[config.mk]
export PLATFORM = sky130hd
export DESIGN_NAME = niosballe_pio_edge_in_flat
export DESIGN_NICKNAME = d
export VERILOG_FILES = /design/src/rtl/niosballe_pio_edge_in_if.sv /design/src/rtl/niosballe_pio_edge_in.sv /design/src/flat_wrapper.sv
export SDC_FILE = /design/constraint.sdc
export NUM_CORES = 1
export LEC_CHECK = 0
export ABC_AREA = 1
export ABC_CLOCK_PERIOD_IN_PS = 820
export BUFFER_PORTS_ARGS = -buffer_cell sky130_fd_sc_hd__buf_4
export CELL_PAD_IN_SITES_DETAIL_PLACEMENT = 1
export CELL_PAD_IN_SITES_GLOBAL_PLACEMENT = 1
export CORE_MARGIN = 2
export CORE_UTILIZATION = 39
export CTS_CLUSTER_SIZE = 16
export DETAILED_ROUTE_END_ITERATION = 16
export GPL_TIMING_DRIVEN = 1
export PLACE_DENSITY_LB_ADDON = 0.1
export SLEW_MARGIN = 40
export SYNTH_ARGS = -nofsm -noshare
export SYNTH_HDL_FRONTEND = slang
export SYNTH_SLANG_ARGS = --single-unit
[constraint.sdc]
create_clock -name clk -period 0.82 [get_ports clk]
set_clock_uncertainty 0.05 [all_clocks]
set_input_delay 0.041 -clock clk [delete_from_list [all_inputs] [get_ports clk]]
set_output_delay 0.041 -clock clk [all_outputs]
set_load 0.02 [all_outputs]
[src/rtl/niosballe_pio_edge_in_if.sv]
// Avalon-MM slave bus for the Nios ball input PIO.
interface niosballe_pio_edge_in_if;
  logic [1:0]  address;
  logic        chipselect;
  logic        write_n;
  logic [31:0] writedata;
  logic [31:0] readdata;

  modport master (
    output address,
    output chipselect,
    output write_n,
    output writedata,
    input  readdata
  );

  modport slave (
    input  address,
    input  chipselect,
    input  write_n,
    input  writedata,
    output readdata
  );
endinterface

[src/rtl/niosballe_pio_edge_in.sv]
// Input PIO for the Nios ball system: two-flop synchroniser, optional
// per-bit debounce, per-bit edge capture with write-1-to-clear and a
// maskable level interrupt. Registered reads with one cycle of latency.
module niosballe_pio_edge_in #(
  parameter int WIDTH           = 11,
  parameter int EDGE_TYPE       = 0,
  parameter int DEBOUNCE_CYCLES = 0
) (
  input  logic                     clk,
  input  logic                     reset_n,
  niosballe_pio_edge_in_if.slave   avs,
  input  logic [WIDTH-1:0]         in_port,
  output logic                     irq
);

  // Counter only has to reach DEBOUNCE_CYCLES-1; keep at least one bit.
  localparam int CW = (DEBOUNCE_CYCLES > 1) ? $clog2(DEBOUNCE_CYCLES) : 1;
  localparam logic [CW-1:0] CNT_MAX =
    CW'((DEBOUNCE_CYCLES > 1) ? (DEBOUNCE_CYCLES - 1) : 0);

  logic [WIDTH-1:0] r_sync1;
  logic [WIDTH-1:0] r_sync2;
  logic [WIDTH-1:0] r_q;
  logic [WIDTH-1:0] r_q_d;
  logic [CW-1:0]    r_cnt [WIDTH];
  logic [WIDTH-1:0] r_irq_mask;
  logic [WIDTH-1:0] r_edge_cap;

  logic             w_wr;
  logic [WIDTH-1:0] w_clear;
  logic [WIDTH-1:0] w_event;
  logic [31:0]      w_rd_data;

  assign w_wr = avs.chipselect && !avs.write_n;

  // Upper write-data bits have no storage behind them.
  if (WIDTH < 32) begin : g_wdata_pad
    logic w_unused_wdata;
    assign w_unused_wdata = ^avs.writedata[31:WIDTH];
  end

  // Two-stage synchroniser for the asynchronous board inputs.
  always_ff @(posedge clk or negedge reset_n) begin
    if (!reset_n) begin
      r_sync1 <= '0;
      r_sync2 <= '0;
    end else begin
      r_sync1 <= in_port;
      r_sync2 <= r_sync1;
    end
  end

  // Per-bit debounce: a change is accepted only after holding for
  // DEBOUNCE_CYCLES consecutive cycles; any return to q restarts the count.
  always_ff @(posedge clk or negedge reset_n) begin
    if (!reset_n) begin
      r_q <= '0;
      for (int i = 0; i < WIDTH; i++) r_cnt[i] <= '0;
    end else begin
      for (int i = 0; i < WIDTH; i++) begin
        if (r_sync2[i] == r_q[i]) begin
          r_cnt[i] <= '0;
        end else if ((DEBOUNCE_CYCLES <= 1) || (r_cnt[i] == CNT_MAX)) begin
          r_q[i]   <= r_sync2[i];
          r_cnt[i] <= '0;
        end else begin
          r_cnt[i] <= r_cnt[i] + 1'b1;
        end
      end
    end
  end

  // Delayed copy of the filtered value for edge detection.
  always_ff @(posedge clk or negedge reset_n) begin
    if (!reset_n) r_q_d <= '0;
    else          r_q_d <= r_q;
  end

  // Edge event selection by EDGE_TYPE.
  always_comb begin
    w_event = '0;
    case (EDGE_TYPE)
      0:       w_event = r_q & ~r_q_d;
      1:       w_event = ~r_q & r_q_d;
      default: w_event = r_q ^ r_q_d;
    endcase
  end

  // Write-1-to-clear mask for the capture register.
  always_comb begin
    w_clear = '0;
    if (w_wr && (avs.address == 2'd3)) w_clear = avs.writedata[WIDTH-1:0];
  end

  // Mask register and edge capture; a new event beats a same-cycle clear.
  always_ff @(posedge clk or negedge reset_n) begin
    if (!reset_n) begin
      r_irq_mask <= '0;
      r_edge_cap <= '0;
    end else begin
      if (w_wr && (avs.address == 2'd2)) r_irq_mask <= avs.writedata[WIDTH-1:0];
      r_edge_cap <= (r_edge_cap & ~w_clear) | w_event;
    end
  end

  // Read mux, zero-extended to the bus width.
  always_comb begin
    w_rd_data = '0;
    case (avs.address)
      2'd0:    w_rd_data[WIDTH-1:0] = r_q;
      2'd2:    w_rd_data[WIDTH-1:0] = r_irq_mask;
      2'd3:    w_rd_data[WIDTH-1:0] = r_edge_cap;
      default: w_rd_data = '0;
    endcase
  end

  // Registered read data, updated every cycle regardless of chipselect.
  always_ff @(posedge clk or negedge reset_n) begin
    if (!reset_n) avs.readdata <= '0;
    else          avs.readdata <= w_rd_data;
  end

  assign irq = |(r_edge_cap & r_irq_mask);

endmodule

[src/flat_wrapper.sv]
// flat-port wrapper written by rule: the top's interface ports become plain ports
module niosballe_pio_edge_in_flat 
#(
  parameter int WIDTH           = 11,
  parameter int EDGE_TYPE       = 0,
  parameter int DEBOUNCE_CYCLES = 0
)
  (clk, reset_n, in_port, irq, avs_address, avs_chipselect, avs_write_n, avs_writedata, avs_readdata);
  niosballe_pio_edge_in_if avs_i ();
  input  logic clk;
  input  logic reset_n;
  input  logic [WIDTH-1:0] in_port;
  output logic irq;
  input wire logic [$bits(avs_i.address)-1:0] avs_address;
  input wire logic [$bits(avs_i.chipselect)-1:0] avs_chipselect;
  input wire logic [$bits(avs_i.write_n)-1:0] avs_write_n;
  input wire logic [$bits(avs_i.writedata)-1:0] avs_writedata;
  output wire logic [$bits(avs_i.readdata)-1:0] avs_readdata;
  assign avs_i.address = avs_address;
  assign avs_i.chipselect = avs_chipselect;
  assign avs_i.write_n = avs_write_n;
  assign avs_i.writedata = avs_writedata;
  assign avs_readdata = avs_i.readdata;
  niosballe_pio_edge_in #(.WIDTH(WIDTH), .EDGE_TYPE(EDGE_TYPE), .DEBOUNCE_CYCLES(DEBOUNCE_CYCLES)) u_core (.clk(clk), .reset_n(reset_n), .avs(avs_i), .in_port(in_port), .irq(irq));
endmodule
==> results.rst <==
.. list-table::
   :header-rows: 1

   * - Metric
     - Value
   * - Net Switching
     - 2.36 mW
   * - Die outline area
     - 0.00814 mm2
   * - Number of buffers and inverters on the critical path
     - 1
   * - Total non-filler cell area in the finished layout
     - 0.00410 mm2
   * - Family of cells with the greatest summed delay on the critical path
     - flip-flops
   * - Cell Area, Synth
     - 0.00290 mm2
   * - Area contributors post-synth
     - dfrtp_1, nand2_1, buf_4
   * - Reg-to-reg critical path endpoint
     - u_core.r_irq_mask[3]
   * - Highest clock frequency the design can meet
     - 0.742 GHz
   * - Number of antenna violations at the first check in global routing
     - 0
   * - Starting density of the core
     - 0.402
   * - Clock Latency Late Sink
     - 0.35 ns
   * - Area of the placeable core
     - 0.00721 mm2
   * - Leakage power
     - 2.07 nW
   * - Total power
     - 8.32 mW
   * - Nets
     - 415
   * - Critical Path Source Type
     - register
   * - Max rail drop VDD
     - 1.07 mV
   * - Final-report setup violation count
     - 12
   * - Die Height
     - 90.2 um
   * - Wire length of the first global-routing pass
     - 10200 um
   * - Clock-pin slew of the registers on the worst-case setup and hold paths
     - 0.09 ns
   * - Vias per inst
     - 4.32
   * - Final hold violation count
     - 0
   * - Flip-flop and latch count after synthesis
     - 77
   * - Logic depth of the worst register-to-register path
     - 3
   * - Critical-path top delay cell
     - dfrtp_1
   * - Routed WL
     - 6000 um
   * - RSZ-0062 raised after global routing
     - true
   * - Share of the synthesized area in the top cell type
     - 0.665
   * - Number of antenna-violating nets in the routed design
     - 0
   * - Input/output buffers
     - 39
   * - Worst min-delay path class
     - in2async
   * - Number of placed instances, taps included
     - 431
   * - Global route total overflow
     - 0
   * - Portion of total power attributed to the clock network
     - 0.307
   * - CTS sink cnt
     - 77
   * - Unique cell type count in the Yosys netlist
     - 13
   * - Total iterations of the first detailed-routing run
     - 4
   * - Post-Synthesis Mean Instance Area
     - 10.4 um2
   * - Max capacitance violation total
     - 0
   * - Final worst-path setup slack
     - -0.529 ns
   * - Cell repeated most along the worst path
     - nand2_1
   * - Pin count of the biggest net entering global routing
     - 24
   * - Layout fillers
     - 808
   * - Global placer's final weighted congestion
     - 0.731
   * - Critical setup path kind
     - reg2out
   * - Cells along the critical path
     - nand2_1, nand2_1, nor2_2, nand3_2, buf_6
   * - Clock tree from TritonCTS
     - built
   * - Drt first-iter violations
     - 47
   * - Period utilisation layout
     - 1.64
   * - Switching share of power
     - 0.283
   * - P&R area growth vs syn
     - 41.4%
   * - Combinational share of power
     - 0.182
   * - Final count of pins violating max slew
     - 0
   * - Pwr/cell area
     - 2030 mW/mm2
   * - Biggest area consumer among synthesized cells
     - dfrtp_1
   * - Vias after detailed routing
     - 2030
   * - Critical Path AT
     - 1.26 ns
   * - Fraction of the yosys area taken by sequential cells
     - 0.665
   * - All-Layer GR Usage
     - 0.161
   * - Final period demand of the worst path
     - 1.35 ns
   * - Synth warnings
     - 0
   * - Failing checks
     - negative setup slack
   * - Max H-tree Level
     - 3
   * - Cell-internal power
     - 5.97 mW
   * - Crit path to
     - irq
   * - Average wire per cell in the routed design
     - 12.8 um
   * - Ports
     - 82
   * - Diode insertion count for antenna repair
     - 0
   * - Top fanout value on the critical path
     - 2
   * - TritonCTS buffer count
     - 9
   * - Clock Tree Buf Depth
     - 2
   * - Remaining DRCs
     - 0
   * - Synthesized instance count
     - 279
   * - Vias in the first global route
     - 2161
   * - Share of power burned in registers
     - 0.511
   * - Fraction of final layout cells sized beyond drive strength 1
     - 0.358
   * - Setup slack of the most critical reg-to-reg path
     - 0.01 ns
   * - FF-to-FF Start
     - u_core.r_irq_mask[3]
   * - Commonest non-fill, non-tap cell in the layout
     - nand2_1
   * - Clock tree root buffer cell
     - clkbuf_8
   * - Worst setup path start
     - u_core.r_edge_cap[1]
   * - Detailed placement HPWL
     - 4070 um
   * - CP required
     - 0.73 ns
   * - Area occupied by registers
     - 0.00193 mm2
   * - Most frequent cells in the layout
     - nand2_1, dfrtp_1, buf_4
   * - Area post-placement
     - 0.00346 mm2
   * - Result of the run
     - complete, but fails checks
   * - Endpoint kind of the worst setup timing path
     - output port
   * - Non-Filler Instances
     - 470
   * - Multi-input logic area
     - 857 um2
   * - Die X-Extent
     - 90.2 um
   * - Critical path depth in cells
     - 5
   * - Rows
     - 31
   * - Biggest cell delay along the critical path
     - 0.40 ns
==> timing repair <==
item                                    in CTS  in global routing
endpoints found under the hold margin      110                  0
hold buffers                                23                  0
resized for setup                           25                 39
endpoints found under the setup margin      17                 27
pin swaps                                   12                 12
buffers inserted                             3                  5
==> worst register-to-register path, cell delays in order, from the launching register on <==
cell and delay (ns):
dfrtp_1 0.39, buf_4 0.14, nand2_1 0.07, nand2_1 0.06
==> area by class of cell <==
class | instances | share of cell area
inverter | 15 | 0.0137
sequential | 77 | 0.470
clock buffer | 10 | 0.0311
tap | 99 | 0.0302
clock inverter | 6 | 0.0119
multi-input combinational | 167 | 0.209
timing repair buffer | 96 | 0.234
==> through the flow <==
step	hold WS, ns	TNS (ns)	worst slack [ns]	util
floorplan	-0.305	0	0.000144	-
global route	0.0803	-2.64	-0.632	0.568
finish	0.0545	-1.89	-0.529	0.568
CTS	0.0466	-2.15	-0.523	0.549
global placement	-0.109	-0.800	-0.173	0.480
detailed placement	-0.112	-1.14	-0.208	0.480
==> cell usage after synthesis <==
master	instances
inv_1	14
nor2_1	4
buf_12	1
nor2_4	2
clkbuf_1	11
buf_4	24
inv_2	1
nand2_1	106
conb_1	1
buf_2	4
nand3_2	9
dfrtp_1	77
nand3_1	25
==> state kept, by name, summed over array words and instances (netlist names) <==
signal	flops
u_core.r_irq_mask	11
u_core.r_q_d	11
u_core.r_sync2	11
u_core.r_q	11
u_core.r_sync1	11
u_core.avs.readdata	11
u_core.r_edge_cap	11
==> per-layer routing <==
layer  part of all wire  vias to the layer above  track usage  wire (um)
li1                   -                      973            -          -
met1               0.44                     1007        0.203       2620
met2               0.51                       42        0.264       3060
met3              0.040                        8       0.0503        241
met4              0.013                        0       0.0538         81
met5                  0                        -            0          0
==> worst min path at each step <==
stage                             end  slack, ns  cells past startpoint
2_1_floorplan  u_core.avs.readdata[0]      -0.30                      0
3_3_place_gp        u_core.r_sync2[8]      -0.11                      1
3_5_place_dp        u_core.r_sync2[8]      -0.11                      1
4_1_cts             u_core.r_sync2[8]       0.05                      2
5_1_grt               u_core.r_q_d[8]       0.08                      2
6_report                u_core.r_q[8]       0.05                      2
==> power by group through the flow <==
| stage | Clock, mW | Combinational, mW | Sequential (mW) |
|---|---|---|---|
| after floorplan | 0 | 0.558 | 4.37 |
| after global placement | 0 | 1.22 | 4.28 |
| after detailed placement | 0 | 1.23 | 4.30 |
| after CTS | 2.66 | 1.40 | 4.24 |
| after global routing | 2.85 | 1.67 | 4.29 |
| final | 2.55 | 1.52 | 4.25 |
==> cell families (layout without fill, tap and decap cells) <==
group	Yosys count	count (layout)	synth area share
and+or+nand+nor	146	146	0.224
buffers and inverters	55	127	0.110
DFF	77	77	0.665
other	1	21	0.00129
Note: power is estimated with default switching activity, not from simulation.
